### config.mk
export PLATFORM = sky130hd
export DESIGN_NAME = disp_scheduler_flat
export DESIGN_NICKNAME = d
export VERILOG_FILES = /design/src/rtl/disp_pkg.sv /design/src/rtl/disp_scheduler_if.sv /design/src/rtl/disp_scheduler_rr_pick.sv /design/src/rtl/disp_scheduler.sv /design/src/flat_wrapper.sv
export SDC_FILE = /design/constraint.sdc
export NUM_CORES = 1
export LEC_CHECK = 0
export CAP_MARGIN = 20
export CORE_ASPECT_RATIO = 0.6
export CORE_UTILIZATION = 39
export DETAILED_ROUTE_END_ITERATION = 12
export GPL_ROUTABILITY_DRIVEN = 0
export PLACE_DENSITY = 0.69
export SYNTH_ARGS = -nofsm -noshare
export SYNTH_HDL_FRONTEND = slang
export SYNTH_SLANG_ARGS = --single-unit
### constraint.sdc
create_clock -name I_clk -period 3 [get_ports I_clk]
set_input_delay 0.6 -clock I_clk [delete_from_list [all_inputs] [get_ports I_clk]]
set_output_delay 0.6 -clock I_clk [all_outputs]
set_load 0.03 [all_outputs]
### src/rtl/disp_pkg.sv
// Shared types and constants for the display scheduler: FSM states, slot
// count/index width and the blank display value.
package disp_pkg;

  localparam int C_NUM_SRC = 4;
  localparam int C_IDX_W   = 2;

  localparam logic [7:0] C_BLANK = 8'h00;

  typedef enum logic {
    IDLE,
    SHOW
  } state_t;

endpackage

### src/rtl/disp_scheduler_if.sv
// Requester/display bundle between the sources and the display scheduler.
// The master side drives requests and mode; the slave side returns acks and the shown value.
interface disp_scheduler_if;
  import disp_pkg::*;

  logic [C_NUM_SRC-1:0]   I_req;
  logic [8*C_NUM_SRC-1:0] I_data;
  logic [C_NUM_SRC-1:0]   I_clr;
  logic                   I_pin_en;
  logic [C_IDX_W-1:0]     I_pin_sel;
  logic [C_NUM_SRC-1:0]   O_ack;
  logic [7:0]             O_show_num;
  logic [C_IDX_W-1:0]     O_src;
  logic                   O_busy;

  modport master (
    output I_req, I_data, I_clr, I_pin_en, I_pin_sel,
    input  O_ack, O_show_num, O_src, O_busy
  );

  modport slave (
    input  I_req, I_data, I_clr, I_pin_en, I_pin_sel,
    output O_ack, O_show_num, O_src, O_busy
  );

endinterface

### src/rtl/disp_scheduler_rr_pick.sv
// Round-robin picker: first valid index strictly after start, wrapping,
// with start itself considered last.
module rr_pick
  import disp_pkg::*;
(
  input  logic [C_NUM_SRC-1:0] vld,
  input  logic [C_IDX_W-1:0]   start,
  output logic [C_IDX_W-1:0]   idx,
  output logic                 found
);

  logic [C_IDX_W-1:0] cand;

  // Scan farthest-first so the nearest valid candidate is the last one written.
  always_comb begin
    idx   = start;
    found = |vld;
    cand  = start;
    for (int k = C_NUM_SRC; k >= 1; k--) begin
      cand = start + C_IDX_W'(k);
      if (vld[cand]) idx = cand;
    end
  end

endmodule

### src/rtl/disp_scheduler.sv
// Time-shares the seven-segment display among four requesters: per-source
// slots written via req/ack, shown round-robin with a dwell time or pinned.
module disp_scheduler
  import disp_pkg::*;
#(
  parameter int C_DWELL = 50_000_000,
  parameter int C_CNT_W = 32
) (
  input  logic             I_clk,
  input  logic             I_rst_n,
  disp_scheduler_if.slave  bus
);

  logic [7:0]           slot_data [C_NUM_SRC];
  logic [C_NUM_SRC-1:0] slot_vld;
  logic [C_NUM_SRC-1:0] ack_q;

  state_t               state, nxt_state;
  logic [C_IDX_W-1:0]   cur, nxt_cur;
  logic [C_CNT_W-1:0]   cnt, nxt_cnt;
  logic [C_IDX_W-1:0]   pick_start, pick_idx;
  logic                 pick_found;

  logic                 busy_q;
  logic [7:0]           show_q;
  logic [C_IDX_W-1:0]   src_q;

  // A clear beats a coinciding capture; a held request re-captures every other cycle.
  always_ff @(posedge I_clk or negedge I_rst_n) begin
    if (!I_rst_n) begin
      slot_vld <= '0;
      ack_q    <= '0;
      for (int i = 0; i < C_NUM_SRC; i++) slot_data[i] <= '0;
    end else begin
      for (int i = 0; i < C_NUM_SRC; i++) begin
        ack_q[i] <= bus.I_req[i] && !ack_q[i] && !bus.I_clr[i];
        if (bus.I_clr[i]) begin
          slot_vld[i] <= 1'b0;
        end else if (bus.I_req[i] && !ack_q[i]) begin
          slot_vld[i]  <= 1'b1;
          slot_data[i] <= bus.I_data[8*i +: 8];
        end
      end
    end
  end

  // Starting the search just before slot 0 yields the lowest valid index from IDLE.
  assign pick_start = (state == IDLE) ? C_IDX_W'(C_NUM_SRC - 1) : cur;

  rr_pick u_rr_pick (
    .vld   (slot_vld),
    .start (pick_start),
    .idx   (pick_idx),
    .found (pick_found)
  );

  always_comb begin
    nxt_state = state;
    nxt_cur   = cur;
    nxt_cnt   = '0;
    case (state)
      IDLE: begin
        if (bus.I_pin_en) begin
          if (slot_vld[bus.I_pin_sel]) begin
            nxt_state = SHOW;
            nxt_cur   = bus.I_pin_sel;
          end
        end else if (pick_found) begin
          nxt_state = SHOW;
          nxt_cur   = pick_idx;
        end
      end
      SHOW: begin
        if (bus.I_pin_en) begin
          if (slot_vld[bus.I_pin_sel]) nxt_cur = bus.I_pin_sel;
          else nxt_state = IDLE;
        end else if (!slot_vld[cur]) begin
          if (pick_found) nxt_cur = pick_idx;
          else nxt_state = IDLE;
        end else if (cnt == C_CNT_W'(C_DWELL - 1)) begin
          nxt_cur = pick_idx;
        end else begin
          nxt_cnt = cnt + C_CNT_W'(1);
        end
      end
      default: nxt_state = IDLE;
    endcase
  end

  // Outputs follow the next slot so a rewrite of the shown slot appears one edge later.
  always_ff @(posedge I_clk or negedge I_rst_n) begin
    if (!I_rst_n) begin
      state  <= IDLE;
      cur    <= '0;
      cnt    <= '0;
      busy_q <= 1'b0;
      show_q <= C_BLANK;
      src_q  <= '0;
    end else begin
      state  <= nxt_state;
      cur    <= nxt_cur;
      cnt    <= nxt_cnt;
      busy_q <= (nxt_state == SHOW);
      show_q <= (nxt_state == SHOW) ? slot_data[nxt_cur] : C_BLANK;
      src_q  <= nxt_cur;
    end
  end

  assign bus.O_ack      = ack_q;
  assign bus.O_show_num = show_q;
  assign bus.O_src      = src_q;
  assign bus.O_busy     = busy_q;

endmodule

### src/flat_wrapper.sv
// flat-port wrapper written by rule: the top's interface ports become plain ports
module disp_scheduler_flat import disp_pkg::*;
#(
  parameter int C_DWELL = 50_000_000,
  parameter int C_CNT_W = 32
)
  (I_clk, I_rst_n, bus_I_req, bus_I_data, bus_I_clr, bus_I_pin_en, bus_I_pin_sel, bus_O_ack, bus_O_show_num, bus_O_src, bus_O_busy);
  disp_scheduler_if bus_i ();
  input  logic I_clk;
  input  logic I_rst_n;
  input wire logic [$bits(bus_i.I_req)-1:0] bus_I_req;
  input wire logic [$bits(bus_i.I_data)-1:0] bus_I_data;
  input wire logic [$bits(bus_i.I_clr)-1:0] bus_I_clr;
  input wire logic [$bits(bus_i.I_pin_en)-1:0] bus_I_pin_en;
  input wire logic [$bits(bus_i.I_pin_sel)-1:0] bus_I_pin_sel;
  output wire logic [$bits(bus_i.O_ack)-1:0] bus_O_ack;
  output wire logic [$bits(bus_i.O_show_num)-1:0] bus_O_show_num;
  output wire logic [$bits(bus_i.O_src)-1:0] bus_O_src;
  output wire logic [$bits(bus_i.O_busy)-1:0] bus_O_busy;
  assign bus_i.I_req = bus_I_req;
  assign bus_i.I_data = bus_I_data;
  assign bus_i.I_clr = bus_I_clr;
  assign bus_i.I_pin_en = bus_I_pin_en;
  assign bus_i.I_pin_sel = bus_I_pin_sel;
  assign bus_O_ack = bus_i.O_ack;
  assign bus_O_show_num = bus_i.O_show_num;
  assign bus_O_src = bus_i.O_src;
  assign bus_O_busy = bus_i.O_busy;
  disp_scheduler #(.C_DWELL(C_DWELL), .C_CNT_W(C_CNT_W)) u_core (.I_clk(I_clk), .I_rst_n(I_rst_n), .bus(bus_i));
endmodule
# Yosys cells after proc, flatten, opt, wreduce, memory -nomap -nowiden
# Cells that the tools add are included.
# word_totals
out_inout_bits,15
register_bits,83
inputBits,45
# op_classes
n_eq_ne,1
n_lt_le_gt_ge,6
addsub,4
n_reduce_logical,25
muxes,43
n_bitwise,6
# op_table
op,n
$mux 32,4
$add 32x1->32 const B,1
$eq 32x26->1 const B,1
$mux 8,3
$mux 2,10
$mux 1,18
$bmux 8 s2,1
$lt 2x3->1 const B,5
$bmux 1 s2,5
$logic_and 1x1->1,8
$logic_not 1->1,8
$reduce_and 2->1,4
$reduce_bool 2->1,4
$not 1->1,5
$add 2x2->2 const B,2
$pmux 2 s2,1
$reduce_or 4->1,1
$ge 3x3->1 const B,1
$not 2->3,1
$add 2x1->2 const B,1
$pmux 1 s2,1

# Longest topological paths before layout
# Gate-level depths: netlist of run 1.
# logic_depth
ltp_word,16
mapped_depth,11

# By module
# Synthesis of run 1 repeated with hierarchy kept, for this count alone.
# unflattened
cells_unflattened,353
hier_area_um2,3943.8
# modules_own_cells
module,n_inst,area_each_um2,seq_area_each_um2,cells_each
disp_scheduler,1,3871.2,2077.0,339
rr_pick,1,72.6,0.0,14

# Worst setup path after synthesis of run 1
# No wires, ideal clock.
# synth_timing
path_kind,register to register
start,reg u_core.cur[0]
end,"reg u_core.show_q[6], in the netlist u_core.bus.O_show_num[6]"
stages_incl_launch_ff,11
arrival_ns,2.695
n_path_buf,3
synth_period_minus_slack_ns,2.816
path_slack_ns,0.184
path_cell_list,dfrtp_1 > buf_4 > nor2b_4 > mux2_4 > o31a_4 > or2_1 > buf_6 > buf_6 > a311o_1 > a221o_1 > a22o_1
# synth_via
elab_chain_cells,16
# synth_rtl
item,line_no,rtl
"start, declared",disp_scheduler.sv:19,"logic [C_IDX_W-1:0] cur, nxt_cur;"
"start signal, assigned",disp_scheduler.sv:101,cur <= nxt_cur;
$mux 2,disp_scheduler.sv:48,assign pick_start = (state == IDLE) ? C_IDX_W'(C_NUM_SRC - 1) : cur;
$add 2x2->2,disp_scheduler_rr_pick.sv:20,cand = start + C_IDX_W'(k);
$bmux 1 s2,disp_scheduler_rr_pick.sv:21,if (vld[cand]) idx = cand;
$mux 1 (not written as such),disp_scheduler_rr_pick.sv:21,
$mux 2 (3 in series),disp_scheduler_rr_pick.sv:21,
"$mux 2, on equally long branches","disp_scheduler.sv:68, disp_scheduler.sv:78, disp_scheduler.sv:80",
$mux 2,disp_scheduler.sv:77,end else if (!slot_vld[cur]) begin
$mux 2,disp_scheduler.sv:74,if (bus.I_pin_en) begin
$pmux 2 s2,disp_scheduler.sv:61,case (state)
$not 2->3 (not written as such),disp_scheduler.sv:104,show_q <= (nxt_state == SHOW) ? slot_data[nxt_cur] : C_BLANK;
$bmux 8 s2,disp_scheduler.sv:104,
$mux 8 (not written as such) (2 in series),disp_scheduler.sv:104,
$mux 8 *,disp_scheduler.sv:104,
"end signal, assigned",disp_scheduler.sv:104,
"end, declared",disp_scheduler.sv:25,logic [7:0] show_q;
# Mark *: on every way between the ends. The rest lies on a longest branch, timed or not. The select of a mux whose other input is x is not followed.
# A chain may end at the register's enable or synchronous reset.

# Worst setup path in the final report of run 1
# layout_timing
start,reg u_core.cur[0]
end,"reg u_core.show_q[1], in the netlist u_core.bus.O_show_num[1]"
# Same word-level chain as after synthesis.

==> results of run 1 <==
==> worst paths after layout <==
path / from / end / slack, ns / cells after the start
worst max-delay path: u_core.cur[0] / u_core.bus.O_show_num[1] / 0.14 / 7
worst min-delay path: I_rst_n / u_core.slot_vld[0] / 0.16 / 1
worst max register to register: u_core.cur[0] / u_core.bus.O_show_num[1] / 0.14 / 7
worst min register to register: u_core.cnt[0] / u_core.cnt[0] / 0.50 / 1
max in group asynchronous: I_rst_n / u_core.slot_data[6] / 2.22 / 2
min in group I_clk: u_core.cnt[0] / u_core.cnt[0] / 0.50 / 1
==> layout by cell type, fill, tap and decap left out, drive strengths merged, types with 9 or more instances in the layout <==
cell type / synthesis / final
dfrtp: 83 / 83
nand2: 69 / 69
clkdlybuf4s50: 0 / 58
nor2: 39 / 39
mux2: 33 / 33
buf: 20 / 24
mux2i: 21 / 21
nor3: 18 / 18
xor2: 18 / 18
a311o: 16 / 16
a221o: 16 / 16
o21ai: 13 / 13
nand4: 13 / 13
a21oi: 10 / 10
inv: 7 / 10
nand3: 9 / 9
clkbuf: 13 / 9
==> where the power goes <==
group | switching (mW) | internal, mW
combinational | 0.812 | 0.747
sequential | 0.185 | 1.27
clock | 0.480 | 0.651
==> cell type report <==
type                       count  area [um^2]  share of cell area [%]
tap                          160          200                    3.36
multi-input combinational    359         2540                    42.7
timing repair buffer          82          806                    13.5
inverter                       7         26.3                   0.442
clock inverter                 7         73.8                    1.24
clock buffer                   9          225                    3.78
sequential                    83         2080                    34.9
==> through the flow <==
stage / setup WS [ns] / hold WS (ns) / instances
floorplan: 0.184 / 0.304 / 482
global placement: 0.0432 / 0.476 / 690
detailed placement: -0.0199 / 0.488 / 690
CTS: 0.0763 / 0.483 / 706
global route: -0.0182 / 0.175 / 707
finish: 0.136 / 0.161 / 707
==> flip-flops by register name, indices dropped and copies added, names as in the netlist <==
register and cells:
u_core.cur 2, u_core.cnt 32, u_core.slot_data 32, u_core.state 1
u_core.slot_vld 4, u_core.bus.O_ack 4, u_core.bus.O_show_num 8
==> logic make-up (layout without fill, tap and decap cells) <==
family                   after synthesis  count (layout)  share of synthesized area [%]
AO/OA/AOI/OAI                         82              82                           14.4
XOR/XNOR                              26              26                           4.75
adder cells (fa/ha/maj)                1               1                          0.261
buffers and inverters                 40             105                           4.15
flip-flops                            83              83                           43.3
multiplexers                          54              54                           12.2
AND/OR/NAND/NOR                      196             196                           20.9
==> cells in the mapped netlist, drive strengths merged (4+ instances only) <==
cell	number
a221o	16
nor2	39
a21oi	10
nor3b	5
a22o	8
nand4	13
nand3	9
and4	6
dfrtp	83
xor2	18
clkbuf	13
mux2i	21
a311o	16
nand2	69
nand2b	6
nor3	18
inv	7
and3	7
o21ai	13
a21o	4
or3	6
buf	20
mux2	33
xnor2	8
==> layer usage <==
| layer | vias to the layer above | share of wire [%] | track usage (%) | wire (um) |
|---|---|---|---|---|
| met3 | 10 | 5.9 | 4.38 | 717 |
| met2 | 151 | 43 | 29.5 | 5290 |
| li1 | 1891 | - | - | - |
| met4 | 0 | 0.74 | 5.55 | 90 |
| met5 | - | 0 | 0 | 0 |
| met1 | 1972 | 50 | 29.0 | 6090 |
==> metrics.txt, run 1 <==
status=completed; GRT Util Overall=19.9%; worst-margin pin slew=1.01 ns; register area share after synthesis=43.3%; I/O pins=60; post-cts sizing count=0; cts bufs inserted=9; area fraction of the dominant cell type after synthesis=43.3%; Mapped Cells=482; top cells by area, synth=dfrtp_1 43%, mux2_2 7.5%, nand2_1 5.3%, mux2i_1 4.4%, a221o_1 3.3%; placed cell area=5610 um^2; Power per Cell Area=696 nW/um^2; Post-CTS Hold Fix Bufs=0; Slew Limit Fails=0; max_cap viols=0; hpwl dp=8490 um; Post-synth EDFFs=0; Core Area=11,600 um^2; mean routed wirelength per cell=17.2 um; CP arrival=3.10 ns; Pwr Total=4.14 mW; htree depth=3; Tcrit/Tclk final=95.5%; clk_lat worst skew=0.35 ns; Die Span Y=87.9 um; min Tclk post-route=2.86 ns; hold crit path type=input pin to asynchronous set/reset pin; maximum fanout along the worst path=17; clock transition at the registers of the reported paths=0.06 ns; Required @ worst endpoint=3.23 ns; final antenna diode count=0; global-route wire length before repair=19,700 um; die area=12,800 um^2; Rows=30; Setup CP Type=flip-flop to flip-flop; grt ovf=0; Setup TNS=0 ns; leakage=2.45 nW; Setup-failing EPs final=0; Critical path buffers and inverters=0; final hold violation count=0; crit-path cells=nor2b_4 > mux2_4 > o31a_4 > or2_1 > a311o_1 > a221o_1 > a22o_1; maximum VDD drop=0.360 mV; largest net degree at the start of global routing=84; synthesized area=4800 um^2; Final #Nets=588; cell taking the most area after synthesis=dfrtp_1; CTS tree=built; DR DRC count=0; Clock Tree Buf Depth=2; Clock Skew=0.00814 ns; FILL cells=1,044; Avg Cell Area, Syn=9.95 um^2; I/O Buffers=59; Top delay family on crit path=compound AO/OA/AOI/OAI gates; critical path's largest stage delay=0.50 ns; ys async rst share=100%; final WL=12,200 um; total nets after synthesis=528; top_reg_cell synth=dfrtp_1; area delta synth->final=24.1%; Finished Cell Area=5950 um^2; Pre-antenna DRT Iters=6; CTS Sinks=83; initial antenna violation count=0; YS warnings=0; DRT iter0 DRCs=285; post-layout util=51.1%; layout cell share with drive strength beyond 1=15.4%; Horiz. Die Dim=145 um; count of cell types in the netlist=59; Slew headroom=32.9%; CTS root buffer=clkbuf_16; CP Capture Type=flip-flop; Starting Density=41.2%; vias in the first global route=3,801; Post-CTS Setup Bufs=0; slowest library cell on the worst path=dfrtp_1; Max Clock Freq=349 MHz; Via-to-Cell Ratio=5.69; Final ANT Viol Nets=0; #FFs+latches synth=83; vias=4,024; Startpoint Class=flip-flop
Power figures use the tool's default switching activity.
==> run 2: changes to the inputs <==
Settings changed: HOLD_SLACK_MARGIN from default to 0.03.
==> results of run 2 <==
Same layout as run 1: the final DEF is identical, and so are final timing and power.
